`src/rtl/sseg_scan_if.sv`:
```
// Signal bundle between the steering control logic, the display scanner and the
// 7-segment output stage.
interface sseg_scan_if;
    logic [1:0] gear;
    logic       backtrack_req;
    logic [3:0] an_sel;
    logic [6:0] char_sel;
    logic       ce;
    logic       backtrack_active;

    modport master (
        output gear,
        output backtrack_req,
        input  an_sel,
        input  char_sel,
        input  ce,
        input  backtrack_active
    );

    modport slave (
        input  gear,
        input  backtrack_req,
        output an_sel,
        output char_sel,
        output ce,
        output backtrack_active
    );
endinterface

```
`src/rtl/sseg_scan.sv`:
```
// Four-digit 7-segment scanner: rotates the anode, decodes the steering gear for the
// selected digit, strobes ce on every slot change and stretches the backtrack request.
module sseg_scan #(
    parameter int REFRESH_DIV   = 100000,
    parameter int BT_HOLD_TICKS = 500
) (
    input  logic        clk,
    input  logic        rst,
    sseg_scan_if.slave  bus
);
    localparam int CW = (REFRESH_DIV > 1) ? $clog2(REFRESH_DIV) : 1;
    localparam int BW = $clog2(BT_HOLD_TICKS + 1);

    localparam logic [CW-1:0] CNT_ZERO = CW'(0);
    localparam logic [CW-1:0] CNT_ONE  = CW'(1);
    localparam logic [CW-1:0] CNT_LAST = CW'(REFRESH_DIV - 1);
    localparam logic [BW-1:0] BT_ZERO  = BW'(0);
    localparam logic [BW-1:0] BT_ONE   = BW'(1);
    localparam logic [BW-1:0] BT_LOAD  = BW'(BT_HOLD_TICKS);

    // Anode states of the scan, visited in this order
    localparam logic [3:0] AN_0 = 4'b1110;
    localparam logic [3:0] AN_1 = 4'b1101;
    localparam logic [3:0] AN_2 = 4'b1011;
    localparam logic [3:0] AN_3 = 4'b0111;

    localparam logic [1:0] GEAR_NEU = 2'b00;
    localparam logic [1:0] GEAR_DRV = 2'b01;
    localparam logic [1:0] GEAR_REV = 2'b10;

    localparam logic [6:0] SEG_D     = 7'b0100001;
    localparam logic [6:0] SEG_N     = 7'b0101011;
    localparam logic [6:0] SEG_R     = 7'b0101111;
    localparam logic [6:0] SEG_BLANK = 7'b1111111;

    logic [CW-1:0] cnt_r;
    logic [3:0]    an_sel_r;
    logic [6:0]    char_sel_r;
    logic          ce_r;
    logic [BW-1:0] bt_cnt_r;
    logic          bt_active_r;

    logic          tick_s;
    logic [3:0]    an_next_s;
    logic [6:0]    char_next_s;
    logic [BW-1:0] bt_next_s;

    // Next anode and its character; the backtrack T for AN_3 is added by the output stage
    always_comb begin
        tick_s      = (cnt_r == CNT_LAST);
        an_next_s   = AN_0;
        char_next_s = SEG_BLANK;
        case (an_sel_r)
            AN_0:    an_next_s = AN_1;
            AN_1:    an_next_s = AN_2;
            AN_2:    an_next_s = AN_3;
            AN_3:    an_next_s = AN_0;
            default: an_next_s = AN_0;
        endcase
        case (an_next_s)
            AN_0: begin
                if (bus.gear == GEAR_REV) char_next_s = SEG_R;
                else                      char_next_s = SEG_BLANK;
            end
            AN_1: begin
                if (bus.gear == GEAR_NEU) char_next_s = SEG_N;
                else                      char_next_s = SEG_BLANK;
            end
            AN_2: begin
                if (bus.gear == GEAR_DRV) char_next_s = SEG_D;
                else                      char_next_s = SEG_BLANK;
            end
            default: char_next_s = SEG_BLANK;
        endcase
    end

    // Backtrack hold: a request reloads and beats a coincident tick's decrement
    always_comb begin
        bt_next_s = bt_cnt_r;
        if (bus.backtrack_req) begin
            bt_next_s = BT_LOAD;
        end else if (tick_s && (bt_cnt_r != BT_ZERO)) begin
            bt_next_s = bt_cnt_r - BT_ONE;
        end else begin
            bt_next_s = bt_cnt_r;
        end
    end

    // Divider, scan registers and backtrack state
    always_ff @(posedge clk or posedge rst) begin
        if (rst) begin
            cnt_r       <= CNT_ZERO;
            an_sel_r    <= AN_0;
            char_sel_r  <= SEG_BLANK;
            ce_r        <= 1'b0;
            bt_cnt_r    <= BT_ZERO;
            bt_active_r <= 1'b0;
        end else begin
            ce_r        <= tick_s;
            bt_cnt_r    <= bt_next_s;
            bt_active_r <= (bt_next_s != BT_ZERO);
            if (tick_s) begin
                cnt_r      <= CNT_ZERO;
                an_sel_r   <= an_next_s;
                char_sel_r <= char_next_s;
            end else begin
                cnt_r      <= cnt_r + CNT_ONE;
            end
        end
    end

    assign bus.an_sel           = an_sel_r;
    assign bus.char_sel         = char_sel_r;
    assign bus.ce               = ce_r;
    assign bus.backtrack_active = bt_active_r;
endmodule
```
`src/flat_wrapper.sv`:
```
// flat-port wrapper written by rule: the top's interface ports become plain ports
module sseg_scan_flat 
#(
    parameter int REFRESH_DIV   = 100000,
    parameter int BT_HOLD_TICKS = 500
)
  (clk, rst, bus_gear, bus_backtrack_req, bus_an_sel, bus_char_sel, bus_ce, bus_backtrack_active);
  sseg_scan_if bus_i ();
  input  logic clk;
  input  logic rst;
  input wire logic [$bits(bus_i.gear)-1:0] bus_gear;
  input wire logic [$bits(bus_i.backtrack_req)-1:0] bus_backtrack_req;
  output wire logic [$bits(bus_i.an_sel)-1:0] bus_an_sel;
  output wire logic [$bits(bus_i.char_sel)-1:0] bus_char_sel;
  output wire logic [$bits(bus_i.ce)-1:0] bus_ce;
  output wire logic [$bits(bus_i.backtrack_active)-1:0] bus_backtrack_active;
  assign bus_i.gear = bus_gear;
  assign bus_i.backtrack_req = bus_backtrack_req;
  assign bus_an_sel = bus_i.an_sel;
  assign bus_char_sel = bus_i.char_sel;
  assign bus_ce = bus_i.ce;
  assign bus_backtrack_active = bus_i.backtrack_active;
  sseg_scan #(.REFRESH_DIV(REFRESH_DIV), .BT_HOLD_TICKS(BT_HOLD_TICKS)) u_core (.clk(clk), .rst(rst), .bus(bus_i));
endmodule
```
`config.mk`:
```
export PLATFORM = sky130hd
export DESIGN_NAME = sseg_scan_flat
export DESIGN_NICKNAME = d
export VERILOG_FILES = /design/src/rtl/sseg_scan_if.sv /design/src/rtl/sseg_scan.sv /design/src/flat_wrapper.sv
export SDC_FILE = /design/constraint.sdc
export NUM_CORES = 1
export LEC_CHECK = 0
export ABC_CLOCK_PERIOD_IN_PS = 6900
export CAP_MARGIN = 20
export CELL_PAD_IN_SITES_DETAIL_PLACEMENT = 0
export CELL_PAD_IN_SITES_GLOBAL_PLACEMENT = 1
export CORE_MARGIN = 2
export CORE_UTILIZATION = 45
export DETAILED_ROUTE_END_ITERATION = 7
export GPL_ROUTABILITY_DRIVEN = 0
export PLACE_DENSITY = 0.78
export SETUP_SLACK_MARGIN = 0.02
export SYNTH_ARGS = -nofsm -noshare
export SYNTH_HDL_FRONTEND = slang
export SYNTH_SLANG_ARGS = --single-unit
```
`constraint.sdc`:
```
create_clock -name clk -period 6.9 [get_ports clk]
set_clock_uncertainty 0.05 [all_clocks]
set_input_delay 1.725 -clock clk [delete_from_list [all_inputs] [get_ports clk]]
set_output_delay 1.725 -clock clk [all_outputs]
set_load 0.005 [all_outputs]
```
==> flow_summary.ini <==
[worst_hold_path]
holdPathEnd = u_core.bus.char_sel[2]
min-delay-start = u_core.bus.char_sel[2]
holdCritPathClass = flop to flop
whs_path_depth = 2

[status]
outcome = completed

[setup_path]
reg2reg_depth = 7
worstSetupEndpointType = output port
crit_chain = clkdlybuf4s50_1
path_max_fanout = 9
worstPathArrival_ns = 1.43
crit_type = flop to output port
cp_top_family = flip-flops
critPathBufInv = 1
crit_slowest_cell = dfstp_2
cp-start-kind = flop
r2r-start = u_core.cnt_r[0]
rrSetupSlack_ns = 4.00
rr_endpoint = u_core.bus.backtrack_active
cp.required_ns = 5.12
cpPeakStageDelay_ns = 0.62

[floorplanning]
num_rows = 23
io_pins = 18
die_w_um = 69.0
die-area_um2 = 4760
initial_core_util_pct = 47.2
core_region_area_um2 = 4030
die_h_um = 69.0

[sta]
finalCritPeriodShare_pct = 46.4
tightest_slew_ns = 0.704
fmax_mhz = 312
relSlewSlack_pct = 52.7
rsz0062_at_grt = false
tns_ns = 0
setup_viol = 0
post-route-min-period_ns = 3.20
final_max_slew_viol_count = 0
hold_viol_final = 0

[global_routing]
grt_pass1_vias = 1359
antenna_found_initial = 0
grt_pass1_wl_um = 6380
globalRouteOverflowTotal = 0
grt_usage_pct = 18.5
grt_start_max_net_pins = 23

[yosys]
yosys_warnings = 0
synth_edf_count = 0
synth.avg_cell_area_um2 = 9.46
synthesis.area_um2 = 1900
synthCells = 201
ys_async_sr_fraction_pct = 100
synth_seq_area_share_pct = 46.5
yosysTopAreaCell = dfrtp_1
ys_top_cells_by_count = dfrtp_1, nor2_1, nand2_1
synth.distinct_cells = 46
synth_top_area_share_pct = 38.2
synth_area_leaders = dfrtp_1, dfstp_2, xnor2_1
synth_seq_cells = 35
yosysMostFrequentCell = dfrtp_1
ys.flop_type = dfrtp_1

[clocking]
cts_tree = built
cts_max_level = 2
hold_buffers = 0
cts_setup_buffers = 0
insertion_delay_ns = 0.29
ctsResizeCount = 0
clock-root-buffer = clkbuf_8
clk_pin_slew_ns = 0.07
cts-buffers-inserted = 5
cts_num_sinks = 35
cts_buffer_depth = 2

[routing]
ant_nets = 0
detail_route.wirelength_um = 3720
viasPerCell = 5.66
drt-initial-drc-count = 136
drt_pass1_iterations = 4
wl_per_cell_um = 14.0
vias = 1501
drc = 0

[run]
cap_violations = 0

[place]
numPortBuffers = 15
dp_hpwl_um = 2620
placed_cells = 256

[layout]
instances_no_fill = 265
nets = 221
fillers = 369
drive_gt1_share_pct = 9.77
syn2layout_area_growth_pct = 14.9
post-route-util_pct = 54.2
antenna_cells = 0

[power_and_ir_drop]
p_leak_uw = 0.000814
peakVddDrop_mv = 0.108
p_per_area_nw_per_um2 = 184
-- stage by stage --
| stage | instance area (µm²) | power (µW) | hold WS [ns] | setup slack, ns |
|---|---|---|---|---|
| after floorplan | 1900 | 215 | 0.405 | 4.36 |
| after global placement | 2060 | 218 | 0.425 | 3.70 |
| after detailed placement | 2060 | 219 | 0.433 | 3.62 |
| after CTS | 2180 | 409 | 0.444 | 3.69 |
| after global routing | 2180 | 420 | 0.470 | 3.64 |
| final | 2180 | 403 | 0.443 | 3.70 |
-- how the worst max path moves through the flow --
stage | depth (start not counted) | slack [ns] | startpoint | end
5_1_grt | 1 | 3.64 | u_core.bus.an_sel[1] | bus_an_sel[1]
3_5_place_dp | 5 | 3.62 | bus_backtrack_req | u_core.bus.backtrack_active
3_3_place_gp | 5 | 3.70 | bus_backtrack_req | u_core.bus.backtrack_active
4_1_cts | 1 | 3.69 | u_core.bus.an_sel[1] | bus_an_sel[1]
2_1_floorplan | 1 | 4.36 | rst | u_core.bt_cnt_r[0]
6_report | 1 | 3.70 | u_core.bus.an_sel[1] | bus_an_sel[1]
-- area by class of cell --
| class | count | area, µm² | share of cell area (%) |
|---|---|---|---|
| clock inverter | 2 | 35.0 | 1.60 |
| clock buffer | 6 | 82.6 | 3.78 |
| sequential | 35 | 883 | 40.4 |
| tap | 50 | 62.6 | 2.86 |
| multi-input combinational | 151 | 943 | 43.2 |
| timing repair buffer | 17 | 163 | 7.45 |
| inverter | 4 | 15.0 | 0.687 |
-- registers in the layout (all words and copies together) (netlist names) --
signal,flops
u_core.bus.an_sel,4
u_core.bus.backtrack_active,1
u_core.bus.ce,1
u_core.cnt_r,17
u_core.bus.char_sel,3
u_core.bt_cnt_r,9
-- kinds of logic after synthesis --
family / count (synthesis) / share of synthesized area (%)
AND/OR/NAND/NOR: 95 / 27.8
flip-flops: 35 / 46.5
AO/OA/AOI/OAI: 32 / 10.9
XOR/XNOR: 20 / 9.22
buffers and inverters: 16 / 4.08
adder cells (fa/ha/maj): 2 / 1.32
other: 1 / 0.197
-- cells in the final DEF (no fill, tap or decap), drive strengths merged, types with 3 or more instances in the layout --
cell type	n
a21oi	8
and4	3
clkbuf	7
clkdlybuf4s50	15
dfrtp	29
dfstp	6
inv	3
nand2	16
nand2b	7
nand3	10
nand4	8
nand4b	3
nor2	21
nor3	5
nor3b	3
o21ai	10
xnor2	11
xor2	9
-- per-layer routing --
metal / GRT usage [%] / up-vias / wire, µm
met2: 27.0 / 39 / 1630
met1: 25.6 / 722 / 1820
met4: 7.60 / 0 / 73
met3: 5.36 / 8 / 192
met5: 0 / - / 0
li1: - / 732 / -
-- power breakdown --
group	switching, µW	internal [µW]
Combinational	6.05	3.36
Sequential	0.0000000000000584	205
Clock	71.2	117
Total	77.2	325
No activity file was read; power rests on OpenSTA's default activity.
==> edit, RTL diff (same flow settings) <==
`BT_HOLD_TICKS` is set to 500 in 2 places; all go to 1000.
--- a/src/rtl/sseg_scan.sv
+++ b/src/rtl/sseg_scan.sv
@@ -2,7 +2,7 @@
 // selected digit, strobes ce on every slot change and stretches the backtrack request.
 module sseg_scan #(
     parameter int REFRESH_DIV   = 100000,
-    parameter int BT_HOLD_TICKS = 500
+    parameter int BT_HOLD_TICKS = 1000
 ) (
     input  logic        clk,
     input  logic        rst,
--- a/src/flat_wrapper.sv
+++ b/src/flat_wrapper.sv
@@ -2,7 +2,7 @@
 module sseg_scan_flat 
 #(
     parameter int REFRESH_DIV   = 100000,
-    parameter int BT_HOLD_TICKS = 500
+    parameter int BT_HOLD_TICKS = 1000
 )
   (clk, rst, bus_gear, bus_backtrack_req, bus_an_sel, bus_char_sel, bus_ce, bus_backtrack_active);
   sseg_scan_if bus_i ();
Check against the original RTL: same outputs for any inputs over 10 cycles, from zero or initial values and one cycle with rst high; that may be too few to reach the edited logic, so the function may still have changed.
==> edit against the unedited design <==
- power shrank 6.9%
- clock power decreased by 18%
- wire length rose by 1.3%
- synthesized cell count fell by 0.50%
- register-to-register slack better by 0.14 ns
- synthesized area is 1.4% higher
- fmax up 0.39%
- first-iteration DRC count is 44% higher
- design area up 0.17%
- critical endpoint unchanged
- worst setup slack gained 0.012 ns
- sequential power is 3% higher
- sequential cell count up 1
==> edit: results (changes against the unedited design) <==
----------------------------------------------------
[Status]
  Run status ... finished, final reports clean

[Critical path]
  Critical path launch point ... u_core.bus.an_sel[1]$_DFFE_PP1N_
  Cell depth of the worst flop-to-flop path ... 7 (unchanged)
  Startpoint of the lowest-slack register-to-register path ... u_core.cnt_r[0]$_DFF_PP0_
  Stage delay of the slowest cell on the critical path ... 0.61 ns
  WP data arrival ... 1.41 ns (-0.02 ns)
  Slowest cell on crit path ... dfstp_2
  Worst-path maximum fanout ... 9 (unchanged)
  Dominant delay contributor by cell family on the critical path ... flip-flops

[Clocking]
  CTS Root Cell ... clkbuf_8
  Clk slew on worst S/H paths ... 0.07 ns (about the same)
  Number of cells upsized or downsized after cts ... 0 (unchanged)
  TritonCTS buffer count ... 5 (unchanged)
  CTS H-Tree Depth ... 2 (unchanged)
  Worst-skew pair later-pin latency ... 0.29 ns (about the same)
  Setup fix buffers added after clock tree synthesis ... 0 (unchanged)
  Clk buf depth ... 2 (unchanged)

[Yosys]
  Largest cells by area after synthesis ... dfrtp_1 (39%), dfstp_2 (8.2%), xnor2_1 (5.0%), nor2_1 (4.3%), nand2_1 (3.5%)
  Leading cell types by count after synthesis ... dfrtp_1 (30), nor2_1 (22), nand2_1 (18), xnor2_1 (11), o21ai_0 (10)
  Yosys warnings ... 0 (unchanged)
  Share of async-settable or async-resettable flops after synthesis ... 100% (unchanged)
  Count of unique library cells instantiated by Yosys ... 44 (-4.3%)
  Part of the Yosys area used for sequential elements ... 47.1% (+0.63 points)

[Finish]
  Count of filler cells inserted in the layout ... 368 (-0.27%)
  Final design utilization ... 53.9% (-0.29 points)
  Net count reported at finish ... 221 (unchanged)
  Max FFs per register ... 17 (unchanged)
  Diode count ... 0 (unchanged)
  Top register by number of flip-flops ... u_core.cnt_r
  Fraction of layout instances using a drive strength above 1 ... 9.30% (-0.47 points)

[Route]
  Wire length per cell ... 14.2 µm (+1.3%)
  First drt pass iteration count ... 4 (unchanged)
  Via/cell ratio ... 5.67 (about the same)
  Number of DRC markers in iteration 0 ... 196 (+44%)

[GRT]
  Vias in the first global route ... 1439 (+5.9%)
  Wire length of the first global-routing pass ... 6540 µm (+2.6%)
  Largest net degree at the start of global routing ... 37 (+61%)
  Global Route Usage Sum ... 17.2% (-1.3 points)
  Antenna violations before repair ... 0 (unchanged)

[Min path]
  Kind of path behind the tightest hold check ... register to register
  Hold Path Stages ... 2 (unchanged)
  Hold path start ... u_core.bus.char_sel[2]$_DFFE_PP1N_

[Pwr]
  Leakage power of the design ... 0.845 nW (+3.8%)
  Maximum vdd drop ... 0.0000993 V (-8.0%)

[Die]
  Core area ... 4060 µm² (+0.71%)

[Placement]
  Hpwl dp ... 2620 µm (about the same)
  Quantity of I/O buffers inserted on ports ... 15 (unchanged)

[STA]
  Slew headroom ... 52.7% (+0.089 points)

----------------------------------------------------
[edit: cells by family after synthesis]
group	share of synthesized area, %
fa+ha+maj	1.30
xor+xnor	8.18
compound gates	10.8
buf+inv	3.76
other cells	0.194
flops	47.1
simple gates	27.0
mux	1.62
[edit: area by class of cell]
type	instances	area (µm²)	area share [%]
clock buffers	8	90.1	4.12
inverters	5	18.8	0.858
multi-input cells	150	951	43.5
flip-flops and latches	36	908	41.5
well taps	50	62.6	2.86
repair buffers	16	158	7.20
[edit: worst min-delay path, cell delays in order, from the launching register on]
cell and delay [ns]:
dfstp_2 0.37, nand2_1 0.04, o21ai_0 0.07
[edit: stage by stage]
stage | setup slack [ns] | hold slack (ns) | std cells | power [W] | area (µm²)
after global placement | 3.95 | 0.418 | 257 | 0.000224 | 2100
after CTS | 3.69 | 0.439 | 265 | 0.000381 | 2190
after floorplan | 4.33 | 0.398 | 201 | 0.000221 | 1930
after global routing | 3.63 | 0.471 | 265 | 0.000393 | 2190
after detailed placement | 3.90 | 0.428 | 257 | 0.000225 | 2100
final | 3.71 | 0.434 | 265 | 0.000375 | 2190
[edit: per-layer routing]
metal / GRT usage, % / share of wire [%] / vias to the layer above / wire length [µm]
met5: 0 / 0 / - / 0
met4: 8.93 / 2.1 / 0 / 79
met3: 4.80 / 4.1 / 8 / 154
met2: 26.8 / 46 / 28 / 1740
met1: 21.8 / 47 / 729 / 1790
li1: - / - / 737 / -
[edit: final timing paths]
check,endpoint,slack (ns)
worst max-delay path,bus_an_sel[1],3.71
worst min-delay path,u_core.bus.char_sel[2]$_DFFE_PP1N_,0.43
worst max register to register,u_core.bus.backtrack_active$_DFF_PP0_,4.14
worst min register to register,u_core.bus.char_sel[2]$_DFFE_PP1N_,0.43
max in group asynchronous,u_core.bus.char_sel[2]$_DFFE_PP1N_,4.67
min in group asynchronous,u_core.cnt_r[2]$_DFF_PP0_,1.79
[edit: report_power, final]
part           leakage (nW)              switching, W  internal (W)
Sequential            0.431  0.0000000000000000000770      0.000211
Clock                0.0455                 0.0000732     0.0000815
Combinational         0.369                0.00000601    0.00000321
